[config.mk]
export PLATFORM = sky130hd
export DESIGN_NAME = keypad_scan_ctrl_flat
export DESIGN_NICKNAME = d
export VERILOG_FILES = /design/src/rtl/keypad_scan_if.sv /design/src/rtl/keypad_scan_ctrl.sv /design/src/flat_wrapper.sv
export SDC_FILE = /design/constraint.sdc
export NUM_CORES = 1
export LEC_CHECK = 0
export BUFFER_PORTS_ARGS = -buffer_cell sky130_fd_sc_hd__buf_2
export CAP_MARGIN = 20
export CORE_AREA = 8 8 149 151
export DETAILED_ROUTE_END_ITERATION = 8
export DIE_AREA = 0 0 157 159
export GPL_TIMING_DRIVEN = 0
export PLACE_DENSITY = 0.65
export SLEW_MARGIN = 20
export SYNTH_ARGS = -nofsm -noshare
export SYNTH_HDL_FRONTEND = slang
export SYNTH_SLANG_ARGS = --single-unit
[constraint.sdc]
create_clock -name clk -period 7.1 [get_ports clk]
set_input_delay 0.355 -clock clk [delete_from_list [all_inputs] [get_ports clk]]
set_output_delay 0.355 -clock clk [all_outputs]
set_load 0.02 [all_outputs]
[src/rtl/keypad_scan_if.sv]
// Keypad scanner bus: matrix strobe/sense lines, live key state and the
// press-event pop handshake. The master side is the keypad/consumer.
interface keypad_scan_if;
    logic        scan_en;
    logic [3:0]  row;
    logic [3:0]  col;
    logic [15:0] key_down;
    logic        key_valid;
    logic [3:0]  key_code;
    logic        key_ready;
    logic        overflow;

    modport master (
        output scan_en, row, key_ready,
        input  col, key_down, key_valid, key_code, overflow
    );

    modport slave (
        input  scan_en, row, key_ready,
        output col, key_down, key_valid, key_code, overflow
    );
endinterface

[src/rtl/keypad_scan_ctrl.sv]
// 4x4 keypad scan sequencer: column strobing, per-key debounce, hex key mapping
// and a 4-deep press-event FIFO with a valid/ready pop.
module keypad_scan_ctrl #(
    parameter int unsigned SCAN_DIV       = 5,
    parameter int unsigned DEBOUNCE_SCANS = 3
) (
    input  logic         clk,
    input  logic         reset,
    keypad_scan_if.slave kp
);

    // state     | meaning
    // ST_SCAN   | strobes cycling, row sampled at the last cycle of each dwell
    // ST_FROZEN | scan_en low: all strobes released (1111), no sampling
    typedef enum logic {
        ST_SCAN   = 1'b0,
        ST_FROZEN = 1'b1
    } state_t;

    localparam logic [7:0] DWELL_LAST = 8'(SCAN_DIV - 1);
    localparam logic [3:0] DB_LAST    = 4'(DEBOUNCE_SCANS - 1);

    state_t      state_q, state_d;
    logic [1:0]  col_idx_q, col_idx_d;
    logic [3:0]  col_q, col_d;
    logic [7:0]  dwell_q, dwell_d;
    logic [15:0] key_down_q, key_down_d;
    logic [3:0]  db_q [16];
    logic [3:0]  db_d [16];
    logic [3:0]  pend_q, pend_d;
    logic [1:0]  pend_col_q, pend_col_d;
    logic [3:0]  fifo_q [4];
    logic [3:0]  fifo_d [4];
    logic [1:0]  wr_ptr_q, wr_ptr_d;
    logic [1:0]  rd_ptr_q, rd_ptr_d;
    logic [2:0]  count_q, count_d;
    logic        overflow_q, overflow_d;

    logic        sample;
    logic        pop;
    logic        push;
    logic        push_req;
    logic [1:0]  nxt_idx;
    logic [1:0]  drain_row;
    logic [3:0]  drain_mask;
    logic [3:0]  new_press;
    logic [3:0]  push_code;
    logic [3:0]  code;
    logic        raw;

    function automatic logic [3:0] key_map(input logic [1:0] c, input logic [1:0] r);
        logic [3:0] k;
        case ({c, r})
            4'h0: k = 4'hd;
            4'h1: k = 4'hc;
            4'h2: k = 4'hb;
            4'h3: k = 4'ha;
            4'h4: k = 4'hf;
            4'h5: k = 4'h9;
            4'h6: k = 4'h6;
            4'h7: k = 4'h3;
            4'h8: k = 4'h0;
            4'h9: k = 4'h8;
            4'ha: k = 4'h5;
            4'hb: k = 4'h2;
            4'hc: k = 4'he;
            4'hd: k = 4'h7;
            4'he: k = 4'h4;
            default: k = 4'h1;
        endcase
        return k;
    endfunction

    always_comb begin
        state_d    = state_q;
        col_idx_d  = col_idx_q;
        col_d      = col_q;
        dwell_d    = dwell_q;
        key_down_d = key_down_q;
        db_d       = db_q;
        pend_col_d = pend_col_q;
        fifo_d     = fifo_q;
        wr_ptr_d   = wr_ptr_q;
        rd_ptr_d   = rd_ptr_q;
        count_d    = count_q;
        overflow_d = overflow_q;
        sample     = 1'b0;
        new_press  = 4'b0000;
        code       = 4'h0;
        raw        = 1'b0;
        nxt_idx    = col_idx_q + 2'd1;

        case (state_q)
            ST_FROZEN: begin
                if (kp.scan_en) begin
                    state_d   = ST_SCAN;
                    col_idx_d = 2'd0;
                    col_d     = 4'b1110;
                    dwell_d   = DWELL_LAST;
                end
            end
            default: begin
                if (!kp.scan_en) begin
                    state_d   = ST_FROZEN;
                    col_idx_d = 2'd0;
                    col_d     = 4'b1111;
                    dwell_d   = DWELL_LAST;
                end else if (dwell_q == 8'd0) begin
                    sample    = 1'b1;
                    col_idx_d = nxt_idx;
                    col_d     = ~(4'b0001 << nxt_idx);
                    dwell_d   = DWELL_LAST;
                end else begin
                    dwell_d = dwell_q - 8'd1;
                end
            end
        endcase

        // Counter holds the run length of samples disagreeing with key_down.
        for (int r = 0; r < 4; r++) begin
            code = key_map(col_idx_q, 2'(r));
            raw  = ~kp.row[r];
            if (sample) begin
                if (raw == key_down_q[code]) begin
                    db_d[code] = 4'd0;
                end else if (db_q[code] == DB_LAST) begin
                    key_down_d[code] = raw;
                    db_d[code]       = 4'd0;
                    new_press[r]     = raw;
                end else begin
                    db_d[code] = db_q[code] + 4'd1;
                end
            end
        end

        push_req  = |pend_q;
        drain_row = 2'd0;
        for (int r = 3; r >= 0; r--) begin
            if (pend_q[r]) drain_row = 2'(r);
        end
        drain_mask = push_req ? (4'b0001 << drain_row) : 4'b0000;
        push_code  = key_map(pend_col_q, drain_row);

        pop  = (count_q != 3'd0) && kp.key_ready;
        push = push_req && ((count_q != 3'd4) || pop);

        // The pending bit is retired whether the event lands or is dropped.
        pend_d = (pend_q & ~drain_mask) | new_press;
        if (sample) pend_col_d = col_idx_q;
        if (push_req && !push) overflow_d = 1'b1;

        if (push) begin
            fifo_d[wr_ptr_q] = push_code;
            wr_ptr_d         = wr_ptr_q + 2'd1;
        end
        if (pop) rd_ptr_d = rd_ptr_q + 2'd1;

        case ({push, pop})
            2'b10:   count_d = count_q + 3'd1;
            2'b01:   count_d = count_q - 3'd1;
            default: count_d = count_q;
        endcase
    end

    always_ff @(posedge clk) begin
        if (reset) begin
            state_q    <= ST_SCAN;
            col_idx_q  <= 2'd0;
            col_q      <= 4'b1110;
            dwell_q    <= DWELL_LAST;
            key_down_q <= 16'h0000;
            for (int i = 0; i < 16; i++) db_q[i] <= 4'd0;
            pend_q     <= 4'b0000;
            pend_col_q <= 2'd0;
            for (int i = 0; i < 4; i++) fifo_q[i] <= 4'h0;
            wr_ptr_q   <= 2'd0;
            rd_ptr_q   <= 2'd0;
            count_q    <= 3'd0;
            overflow_q <= 1'b0;
        end else begin
            state_q    <= state_d;
            col_idx_q  <= col_idx_d;
            col_q      <= col_d;
            dwell_q    <= dwell_d;
            key_down_q <= key_down_d;
            db_q       <= db_d;
            pend_q     <= pend_d;
            pend_col_q <= pend_col_d;
            fifo_q     <= fifo_d;
            wr_ptr_q   <= wr_ptr_d;
            rd_ptr_q   <= rd_ptr_d;
            count_q    <= count_d;
            overflow_q <= overflow_d;
        end
    end

    assign kp.col       = col_q;
    assign kp.key_down  = key_down_q;
    assign kp.key_valid = (count_q != 3'd0);
    assign kp.key_code  = fifo_q[rd_ptr_q];
    assign kp.overflow  = overflow_q;

endmodule
[src/flat_wrapper.sv]
// flat-port wrapper written by rule: the top's interface ports become plain ports
module keypad_scan_ctrl_flat 
#(
    parameter int unsigned SCAN_DIV       = 5,
    parameter int unsigned DEBOUNCE_SCANS = 3
)
  (clk, reset, kp_scan_en, kp_row, kp_key_ready, kp_col, kp_key_down, kp_key_valid, kp_key_code, kp_overflow);
  keypad_scan_if kp_i ();
  input  logic clk;
  input  logic reset;
  input wire logic [$bits(kp_i.scan_en)-1:0] kp_scan_en;
  input wire logic [$bits(kp_i.row)-1:0] kp_row;
  input wire logic [$bits(kp_i.key_ready)-1:0] kp_key_ready;
  output wire logic [$bits(kp_i.col)-1:0] kp_col;
  output wire logic [$bits(kp_i.key_down)-1:0] kp_key_down;
  output wire logic [$bits(kp_i.key_valid)-1:0] kp_key_valid;
  output wire logic [$bits(kp_i.key_code)-1:0] kp_key_code;
  output wire logic [$bits(kp_i.overflow)-1:0] kp_overflow;
  assign kp_i.scan_en = kp_scan_en;
  assign kp_i.row = kp_row;
  assign kp_i.key_ready = kp_key_ready;
  assign kp_col = kp_i.col;
  assign kp_key_down = kp_i.key_down;
  assign kp_key_valid = kp_i.key_valid;
  assign kp_key_code = kp_i.key_code;
  assign kp_overflow = kp_i.overflow;
  keypad_scan_ctrl #(.SCAN_DIV(SCAN_DIV), .DEBOUNCE_SCANS(DEBOUNCE_SCANS)) u_core (.clk(clk), .reset(reset), .kp(kp_i));
endmodule
# After elaboration in Yosys (flattened, before gate mapping)
# Memories as Yosys holds them, arrays and structs flattened.
# Cells that the tools add are included.
op_classes:
  shifts: 2
  n_addsub: 10
  bitwise_logic: 22
  reduce_logical: 20
  n_eq_ne: 16
  n_lt_le_gt_ge: 19
  muxes: 112
op_table:
  columns: ["cell", "n"]
  rows:
  - ["$mux W64", 12]
  - ["$and A64 B64 Y64", 4]
  - ["$bwmux W64", 4]
  - ["$not A64 Y64", 4]
  - ["$mux W16", 12]
  - ["$bwmux W16", 5]
  - ["$mux W4", 20]
  - ["$bmux W4 S4", 4]
  - ["$demux W4 S4", 4]
  - ["$pmux W4 S4", 3]
  - ["$mux W8", 4]
  - ["$mux W1", 24]
  - ["$ge A5 B5 Y1 const B", 4]
  - ["$lt A4 B5 Y1 const B", 4]
  - ["$lt A5 B1 Y1 const B", 4]
  - ["$not A4 Y5", 4]
  - ["$add A4 B1 Y4 const B", 4]
  - ["$bmux W1 S4", 4]
  - ["$demux W1 S4", 4]
  - ["$eq A4 B2 Y1 const B", 4]
  - ["$ge A4 B1 Y1 const B", 4]
  - ["$mux W2", 8]
  - ["$logic_and A1 B1 Y1", 12]
  - ["$pmux W4 S3", 1]
  - ["other kinds (29)", 44]
word_totals:
  word_cells: 233
  rom_bits: 64
  output_inout_bits: 26
  reg_bits: 125
  memories: 1
mem_list:
  columns: ["memory", "words", "word_bits", "read_ports", "rd_ports_with_merged_regs", "write_ports", "line_no", "source"]
  rows:
  - ["(name not given)", 16, 4, 1, 0, 0, "keypad_scan_ctrl.sv:53", "case ({c, r})"]

# Depth between registers and ports, before layout
# Gate-level depths: netlist (run 1).
depth:
  word_depth: 24
  ltp_mapped: 17
  ltp_nobuf: 13

# Least setup slack after synthesis (run 1)
# Ideal clock, no wire load.
synth_timing:
  path_kind: "flip-flop to flip-flop"
  startpoint: "register u_core.col_idx_q[0]"
  endpoint: "register u_core.db_q[16] (netlist bit)"
  period_less_slack_ps: 3518
  stages_incl_launch_ff: 15
  slack_ps: 3582
  t_arrival_ps: 3432
  cell_sequence: "dfxtp_1 > inv_2 > ha_1 > clkbuf_1 > buf_1 > mux4_2 > ha_1 > inv_1 > a211o_1 > buf_2 > or3b_1 > buf_2 > nor3_2 > o21ai_1 > a221oi_2"
synth_via:
  elab_chain_cells: 24
  elab_cells_between_ends: 88
  classes_between: "4 x add/sub; 8 x order compare; 11 x eq/ne; 48 x mux; 12 x bitwise; 5 x reduce/logical"
synth_lines:
  columns: ["element", "line_no", "source"]
  rows:
  - ["from (decl)", "keypad_scan_ctrl.sv:24", "logic [1:0] col_idx_q, col_idx_d;"]
  - ["from (signal assigned)", "keypad_scan_ctrl.sv:182", "col_idx_q <= col_idx_d;"]
  - ["parallel branches: the longest is 23 deep, another holds $add A4 B1 Y4", null, null]
  - ["$mux W64 (*)", "keypad_scan_ctrl.sv:123", "if (sample) begin"]
  - ["to (signal assigned)", "keypad_scan_ctrl.sv:186", "db_q <= db_d;"]
  - ["to (decl)", "keypad_scan_ctrl.sv:28", "logic [3:0] db_q [16];"]
# Every way passes the cells marked *. The select of a mux whose other input is x is not followed.
# A chain may end at the register's enable or synchronous reset.

# Worst setup path in the final report (run 1)
layout_timing:
  startpoint: "register u_core.col_idx_q[0]"
  endpoint: "register u_core.db_q[49] (netlist bit)"
# The elaborated chain is that of the path after synthesis.

==> metrics.md, run 1 <==
| Metric | Value |
|---|---|
| Outcome | `completed` |
| Max Cap Viol | `0` |
| Seq. cell area | `2500 um2` |
| Post-Route WL | `36,400 um` |
| Cells after DPL | `1,392` |
| Ys Warns | `0` |
| Initial antenna violation count | `1` |
| Worst vdd ir | `0.000154 V` |
| H-Tree Depth | `4` |
| Via Count | `9,349` |
| Slew Limit Fails | `0` |
| Post-DRT Antenna Nets | `0` |
| Syn Nets | `1,123` |
| Post-synth EDFFs | `0` |
| Initial drt markers | `1,490` |
| Crit. End Element | `register` |
| # fillers | `1,943` |
| Area contributors post-synth | `dfxtp_1, mux4_2, a21oi_1, mux2i_1, nand2_1` |
| Crit Path Category | `reg -> reg` |
| CP Data Arrival Time | `5.32 ns` |
| Core Area | `19,800 um2` |
| F_max | `200 MHz` |
| Worst skew pair latency | `0.45 ns` |
| WP data required | `7.42 ns` |
| DR pass1 iterations | `6` |
| Die Y-Extent | `159 um` |
| Distinct cells, synth | `74` |
| Crit-path max FO | `12` |
| Synth top area share | `0.287` |
| Flops & latches, synth | `125` |
| CTS tree | `built` |
| DRC | `0` |
| Final min period | `5.00 ns` |
| Min-delay worst type | `in -> reg` |
| Startpoint types | `register` |
| Mapped Area | `8710 um2` |
| Hold Worst Slack | `0.145 ns` |
| Setup violators final | `0` |
| Clock Skew | `0.0141 ns` |
| First-pass GRT wire length | `54,300 um` |
| Mapped Cells | `1,091` |
| Clk sink count | `125` |
| Sum Neg Setup Slack | `0 ns` |
| Setup WS pre-CTS | `2.32 ns` |
| Synth area leader | `dfxtp_1` |
| Syn-to-layout area delta | `12.2%` |
| Multi-input logic area | `5710 um2` |
| Syn_area_per_cell | `7.98 um2` |
| Final nets | `1,173` |
| Share of cells above drive strength 1 | `0.135` |
| Die X | `157 um` |
| Worst Max-Slew Pin Slew | `1.07 ns` |
| Pwr Density | `179 nW/um2` |
| Total power | `1750 uW` |
| Final WS setup | `2.10 ns` |
| Largest net degree at the start of global routing | `17` |
| I/O Buffers | `31` |
| Detailed-placement wirelength estimate | `26,400 um` |
| Hold_buf cts | `0` |
| GR Util All Layers | `0.290` |
| Io pins | `34` |
| Die Footprint | `25,000 um2` |
| Max Root-Sink Buffers | `2` |
| Layout Cells excl Fill | `1,424` |
| DR vias/cell | `6.57` |
| Initial Utilization | `0.439` |
| Sequential area share after synthesis | `0.287` |
| CTS Root Cell | `clkbuf_16` |
| Wire per inst | `25.5 um` |
| Antenna cell count | `0` |
| Post-CTS Setup Inserts | `0` |
| Row Count | `52` |
| Total CTS buffers | `17` |
| Main synth FF type | `dfxtp_1` |
| Overflow after GRT | `0` |
| Worst rel slew slack | `0.280` |
| Clock-pin slew on the worst setup and hold paths | `0.07 ns` |
| Vias in the first global route | `8,665` |
| Cts repair resizes | `0` |
| P_leak | `0.00350 uW` |
| RSZ-0062 raised after global routing | `false` |
| Crit share post-route | `0.704` |
| RD Place Congestion | `1.04` |
| FFs w/ async S/R, synth | `0` |
| Fin. Hold Viols | `0` |
[power breakdown]
part           switching, uW  internal (uW)  total, uW
clock                    406            465        871
combinational            122           43.8        166
sequential              8.73            708        716
[worst paths after layout]
path,from,end,slack [ns],cells past startpoint
worst max register to register,u_core.col_idx_q[0],u_core.db_q[49],2.10,13
worst min register to register,u_core.fifo_q[7],u_core.fifo_q[7],0.46,2
worst max-delay path,u_core.col_idx_q[0],u_core.db_q[49],2.10,13
worst min-delay path,kp_scan_en,u_core.state_q,0.14,2
[cell usage in the layout (no fill, tap or decap), types with 6 or more instances in the layout]
| cell type | Yosys | routed |
|---|---|---|
| mux4_2 | 36 | 36 |
| inv_1 | 29 | 29 |
| o21ai_0 | 56 | 56 |
| clkbuf_1 | 56 | 56 |
| mux2_2 | 12 | 12 |
| buf_2 | 20 | 51 |
| clkbuf_16 | 0 | 17 |
| nand2b_1 | 9 | 9 |
| o211ai_1 | 6 | 6 |
| or3_1 | 9 | 9 |
| a311oi_1 | 6 | 6 |
| and3_1 | 11 | 11 |
| dfxtp_1 | 125 | 125 |
| nor2_1 | 113 | 113 |
| a21oi_1 | 106 | 106 |
| nand2_1 | 123 | 123 |
| o31ai_1 | 6 | 6 |
| a31oi_1 | 12 | 12 |
| buf_1 | 9 | 9 |
| and2_1 | 12 | 12 |
| ha_1 | 23 | 23 |
| nor2b_1 | 8 | 8 |
| mux2i_1 | 53 | 53 |
| a211oi_1 | 48 | 48 |
| nor3_1 | 32 | 32 |
| nand3_1 | 56 | 56 |
| xnor2_1 | 8 | 8 |
[cell usage after synthesis (20+ instances only)]
master / instances
dfxtp_1: 125
nand2_1: 123
nor2_1: 113
a21oi_1: 106
clkbuf_1: 56
nand3_1: 56
o21ai_0: 56
mux2i_1: 53
a211oi_1: 48
mux4_2: 36
nor3_1: 32
inv_1: 29
ha_1: 23
buf_2: 20
[cells by family (layout without fill, tap and decap cells)]
logic type               count (synthesis)  after routing  share of synthesized area
AND/OR/NAND/NOR                        411            411                      0.222
buffers and inverters                  121            184                     0.0572
AO/OA/AOI/OAI                          295            295                      0.214
XOR/XNOR                                13             13                     0.0131
adder cells (fa/ha/maj)                 24             24                     0.0353
flip-flops                             125            125                      0.287
multiplexers                           102            102                      0.171
[layer usage]
metal / wire length [um] / vias up / track usage / part of all wire
li1: - / 4113 / - / -
met4: 2430 / 2 / 0.173 / 0.067
met1: 14100 / 4349 / 0.367 / 0.39
met3: 4570 / 176 / 0.0885 / 0.13
met5: 13 / - / 0 / 0.00036
met2: 15200 / 709 / 0.426 / 0.42
[worst max-delay path: stages (launching register included)]
cell and delay, ns:
dfxtp_1 0.52, inv_2 0.28, ha_1 0.36, clkbuf_1 0.50, buf_1 0.59, mux4_2 0.64
ha_1 0.24, inv_1 0.06, a211o_1 0.09, buf_2 0.27, nor3b_2 0.52, buf_2 0.38
nor2_1 0.08, a2111oi_0 0.32
[flip-flops by register name (all words and copies together) (netlist names)]
| name | count |
|---|---|
| u_core.db_q | 64 |
| u_core.col_idx_q | 2 |
| u_core.kp.overflow | 1 |
| u_core.pend_q | 4 |
| u_core.wr_ptr_q | 2 |
| u_core.state_q | 1 |
| u_core.kp.key_down | 16 |
| u_core.pend_col_q | 2 |
| u_core.dwell_q | 8 |
| u_core.fifo_q | 16 |
| u_core.count_q | 3 |
| u_core.rd_ptr_q | 2 |
| u_core.kp.col | 4 |
[area by class of cell]
class | count | area share
Timing Repair Buffer | 31 | 0.0159
Clock inverter | 15 | 0.0150
Multi-Input combinational cell | 845 | 0.584
Clock buffer | 17 | 0.0435
Buffer | 88 | 0.0383
Tap cell | 270 | 0.0346
Sequential cell | 125 | 0.256
Inverter | 33 | 0.0127
[stage by stage]
stage          cell area [um2]  utilization
3_3_place_gp              9200        0.464
4_1_cts                   9770        0.492
5_1_grt                   9770        0.492
6_report                  9770        0.492
3_5_place_dp              9200        0.464
2_1_floorplan             8710            -
Note: power is estimated with default switching activity, not from simulation.
==> run 2: changes to the inputs <==
==> constraint.sdc (replaced) <==
create_clock -name clk -period 4.6 [get_ports clk]
set_input_delay 0.23 -clock clk [delete_from_list [all_inputs] [get_ports clk]]
set_output_delay 0.23 -clock clk [all_outputs]
set_load 0.02 [all_outputs]
==> run 2 against run 1 <==
- the run now ends with DRC left
- critical endpoint is now u_core.db_q[48]
- register-to-register slack got worse by 2.0 ns
- highest routed layer unchanged
- routed wire length fell by 0.25%
- setup slack got worse by 2.0 ns
- largest cell class unchanged
- largest power group unchanged
- count of clock-buffer cells in the layout did not move
- final area rose by 0.24%
==> metrics.md, run 2 (synthesis results as in run 1) <==
| Metric | Value |
|---|---|
| Outcome | `finished, violations left` |
| Failing checks | `DRC` |
| Vias in the first global route | `8,671 (+0.069%)` |
| Largest net degree at the start of global routing | `20 (+3)` |
| I/O Buffers | `31 (unchanged)` |
| Worst skew pair latency | `0.44 ns (about the same)` |
| Worst rel slew slack | `0.273 (-0.00709)` |
| WP data required | `4.93 ns (-2.49 ns)` |
| Slowest stage delay, CP | `0.59 ns (-0.05 ns)` |
| Antenna cell count | `0 (unchanged)` |
| Crit-path max FO | `10 (-2)` |
| RR Endpoint | `u_core.db_q[48]` |
| Syn-to-layout area delta | `12.5%` |
| Wire per inst | `25.5 um (-0.11%)` |
| Final WS setup | `0.108 ns (-1.99 ns)` |
| DR vias/cell | `6.58 (+0.25%)` |
| Setup crit end | `u_core.db_q[48]` |
| F_max | `223 MHz (+11%)` |
| DRC | `1 (+1)` |
| Crit. End Element | `register` |
| Cells on worst reg2reg path | `11 (-2)` |
| Core Area | `19,800 um2 (unchanged)` |
| CP dominant cell by count | `buf_2` |
| Cells after DPL | `1,392 (unchanged)` |
| Most common cell after layout, fill and taps aside | `dfxtp_1` |
| GR Util All Layers | `0.290 (-0.000456)` |
| Most flops, register | `u_core.db_q` |
| Max Root-Sink Buffers | `2 (unchanged)` |
| CTS Root Cell | `clkbuf_16` |
| Clock Skew | `0.0137 ns (-0.000381 ns)` |
| Initial drt markers | `1,424 (-4.4%)` |
| Clk sink count | `125 (unchanged)` |
| Die Y-Extent | `159 um (unchanged)` |
| Hold_buf cts | `0 (unchanged)` |
| Fin. Hold Viols | `0 (unchanged)` |
| Slew Limit Fails | `0 (unchanged)` |
| Crit Path Category | `reg -> reg` |
| DR pass1 iterations | `9 (+3)` |
| Pwr Density | `276 nW/um2 (+54%)` |
| Min-delay worst type | `in -> reg` |
| Max Cap Viol | `0 (unchanged)` |
| Critical path, cell by cell | `ha_1 -> buf_2 -> buf_2 -> buf_2 -> buf_2 -> mux2i_1 -> inv_1 -> ha_1 -> o211ai_1 -> nand3_2 -> a2111oi_2` |
| H-Tree Depth | `4 (unchanged)` |
| Final nets | `1,171 (-0.17%)` |
| Seq. cell area | `2500 um2 (unchanged)` |
| P_leak | `0.00351 uW (+0.28%)` |
| Die X | `157 um (unchanged)` |
| CP Launch Point | `u_core.col_idx_q[1]` |
| Most frequent cells in the layout | `dfxtp_1, nand2_1, nor2_1` |
| Post-DRT Antenna Nets | `0 (unchanged)` |
| # fillers | `1,941 (-0.10%)` |
| First-pass GRT wire length | `54,300 um (about the same)` |
| Post-CTS Setup Inserts | `0 (unchanged)` |
| Crit share post-route | `0.976 (+0.273)` |
| R2R Path Start | `u_core.col_idx_q[1]` |
| CP Data Arrival Time | `4.82 ns (-0.50 ns)` |
| Final min period | `4.49 ns (-0.506 ns)` |
| Overflow after GRT | `0 (unchanged)` |
| Setup violators final | `0 (unchanged)` |
| Layout Cells excl Fill | `1,422 (-0.14%)` |
| RD Place Congestion | `1.04 (unchanged)` |
| Hold Worst Slack | `0.0270 ns (-0.118 ns)` |
| Worst vdd ir | `0.000238 V (+55%)` |
| Worst Max-Slew Pin Slew | `1.08 ns (+0.0118 ns)` |
| Largest register FFs | `64 (unchanged)` |
| Io pins | `34 (unchanged)` |
| Die Footprint | `25,000 um2 (unchanged)` |
| Post-Route WL | `36,300 um (-0.25%)` |
| R2R Setup Slk | `0.11 ns (-1.99 ns)` |
| Row Count | `52 (unchanged)` |
| RSZ-0062 raised after global routing | `true` |
| Via Count | `9,359 (+0.11%)` |
| Hold Path Origin | `kp_scan_en` |
| Startpoint types | `register` |
| Setup WS pre-CTS | `-0.183 ns (-2.50 ns)` |
| Clock-pin slew on the worst setup and hold paths | `0.07 ns (about the same)` |
| CTS tree | `built` |
| Initial antenna violation count | `2 (+1)` |
| Total CTS buffers | `17 (unchanged)` |
| Share of cells above drive strength 1 | `0.141 (+0.00631)` |
| Initial Utilization | `0.439 (unchanged)` |
| Detailed-placement wirelength estimate | `26,400 um (unchanged)` |
| Multi-input logic area | `5730 um2 (+0.46%)` |
| Slowest CP cell | `dfxtp_1` |
[run 2: layout make-up]
cell class / count / area share
clock inverters: 15 / 0.0149
multi-input cells: 845 / 0.585
flip-flops and latches: 125 / 0.255
repair buffers: 31 / 0.0158
clock buffers: 17 / 0.0434
plain buffers: 86 / 0.0379
inverters: 33 / 0.0126
well taps: 270 / 0.0345
[run 2: critical path, delay by kind of cell (launching register included)]
| family | cells | cell delay, ns |
|---|---|---|
| compound gates | 2 | 0.83 |
| buf+inv | 5 | 1.59 |
| simple gates | 1 | 0.45 |
| flops | 1 | 0.59 |
| fa+ha+maj | 2 | 0.45 |
| mux | 1 | 0.47 |
[run 2: metal layers]
| layer | part of all wire | global-route usage |
|---|---|---|
| met1 | 0.38 | 0.367 |
| met2 | 0.42 | 0.425 |
| met3 | 0.13 | 0.0877 |
| met4 | 0.070 | 0.173 |
| met5 | 0.00072 | 0 |
[run 2: worst min path at each step]
stage / slack [ns] / cells past startpoint / end
after CTS: 0.02 / 2 / u_core.state_q
after global routing: 0.04 / 2 / u_core.state_q
final: 0.03 / 2 / u_core.state_q
after floorplan: 0.30 / 1 / u_core.state_q
after global placement: 0.44 / 2 / u_core.fifo_q[7]
after detailed placement: 0.45 / 2 / u_core.fifo_q[7]
[run 2: where the power goes]
group / switching, uW / internal [uW] / leakage [uW] / total (uW)
sequential: 13.4 / 1090 / 0.00101 / 1110
combinational: 190 / 68.4 / 0.00222 / 258
clock: 619 / 718 / 0.000276 / 1340
total: 823 / 1880 / 0.00351 / 2700
[run 2: metrics by stage]
step                      power [uW]  cell area, um2  TNS, ns  utilization
final                           2700            9800        0        0.494
after global routing            2770            9800  -0.0257        0.494
after CTS                       2690            9770        0        0.492
after detailed placement        1370            9200   -0.658        0.464
after global placement          1370            9200   -0.277        0.464
after floorplan                 1280            8710        0            -
[run 2: timing repair]
| action | CTS | global route |
|---|---|---|
| endpoints found under the setup margin | 13 | 33 |
| endpoints found under the hold margin | 0 | 0 |
| pin swaps | 0 | 1 |
| resized for setup | 1 | 9 |
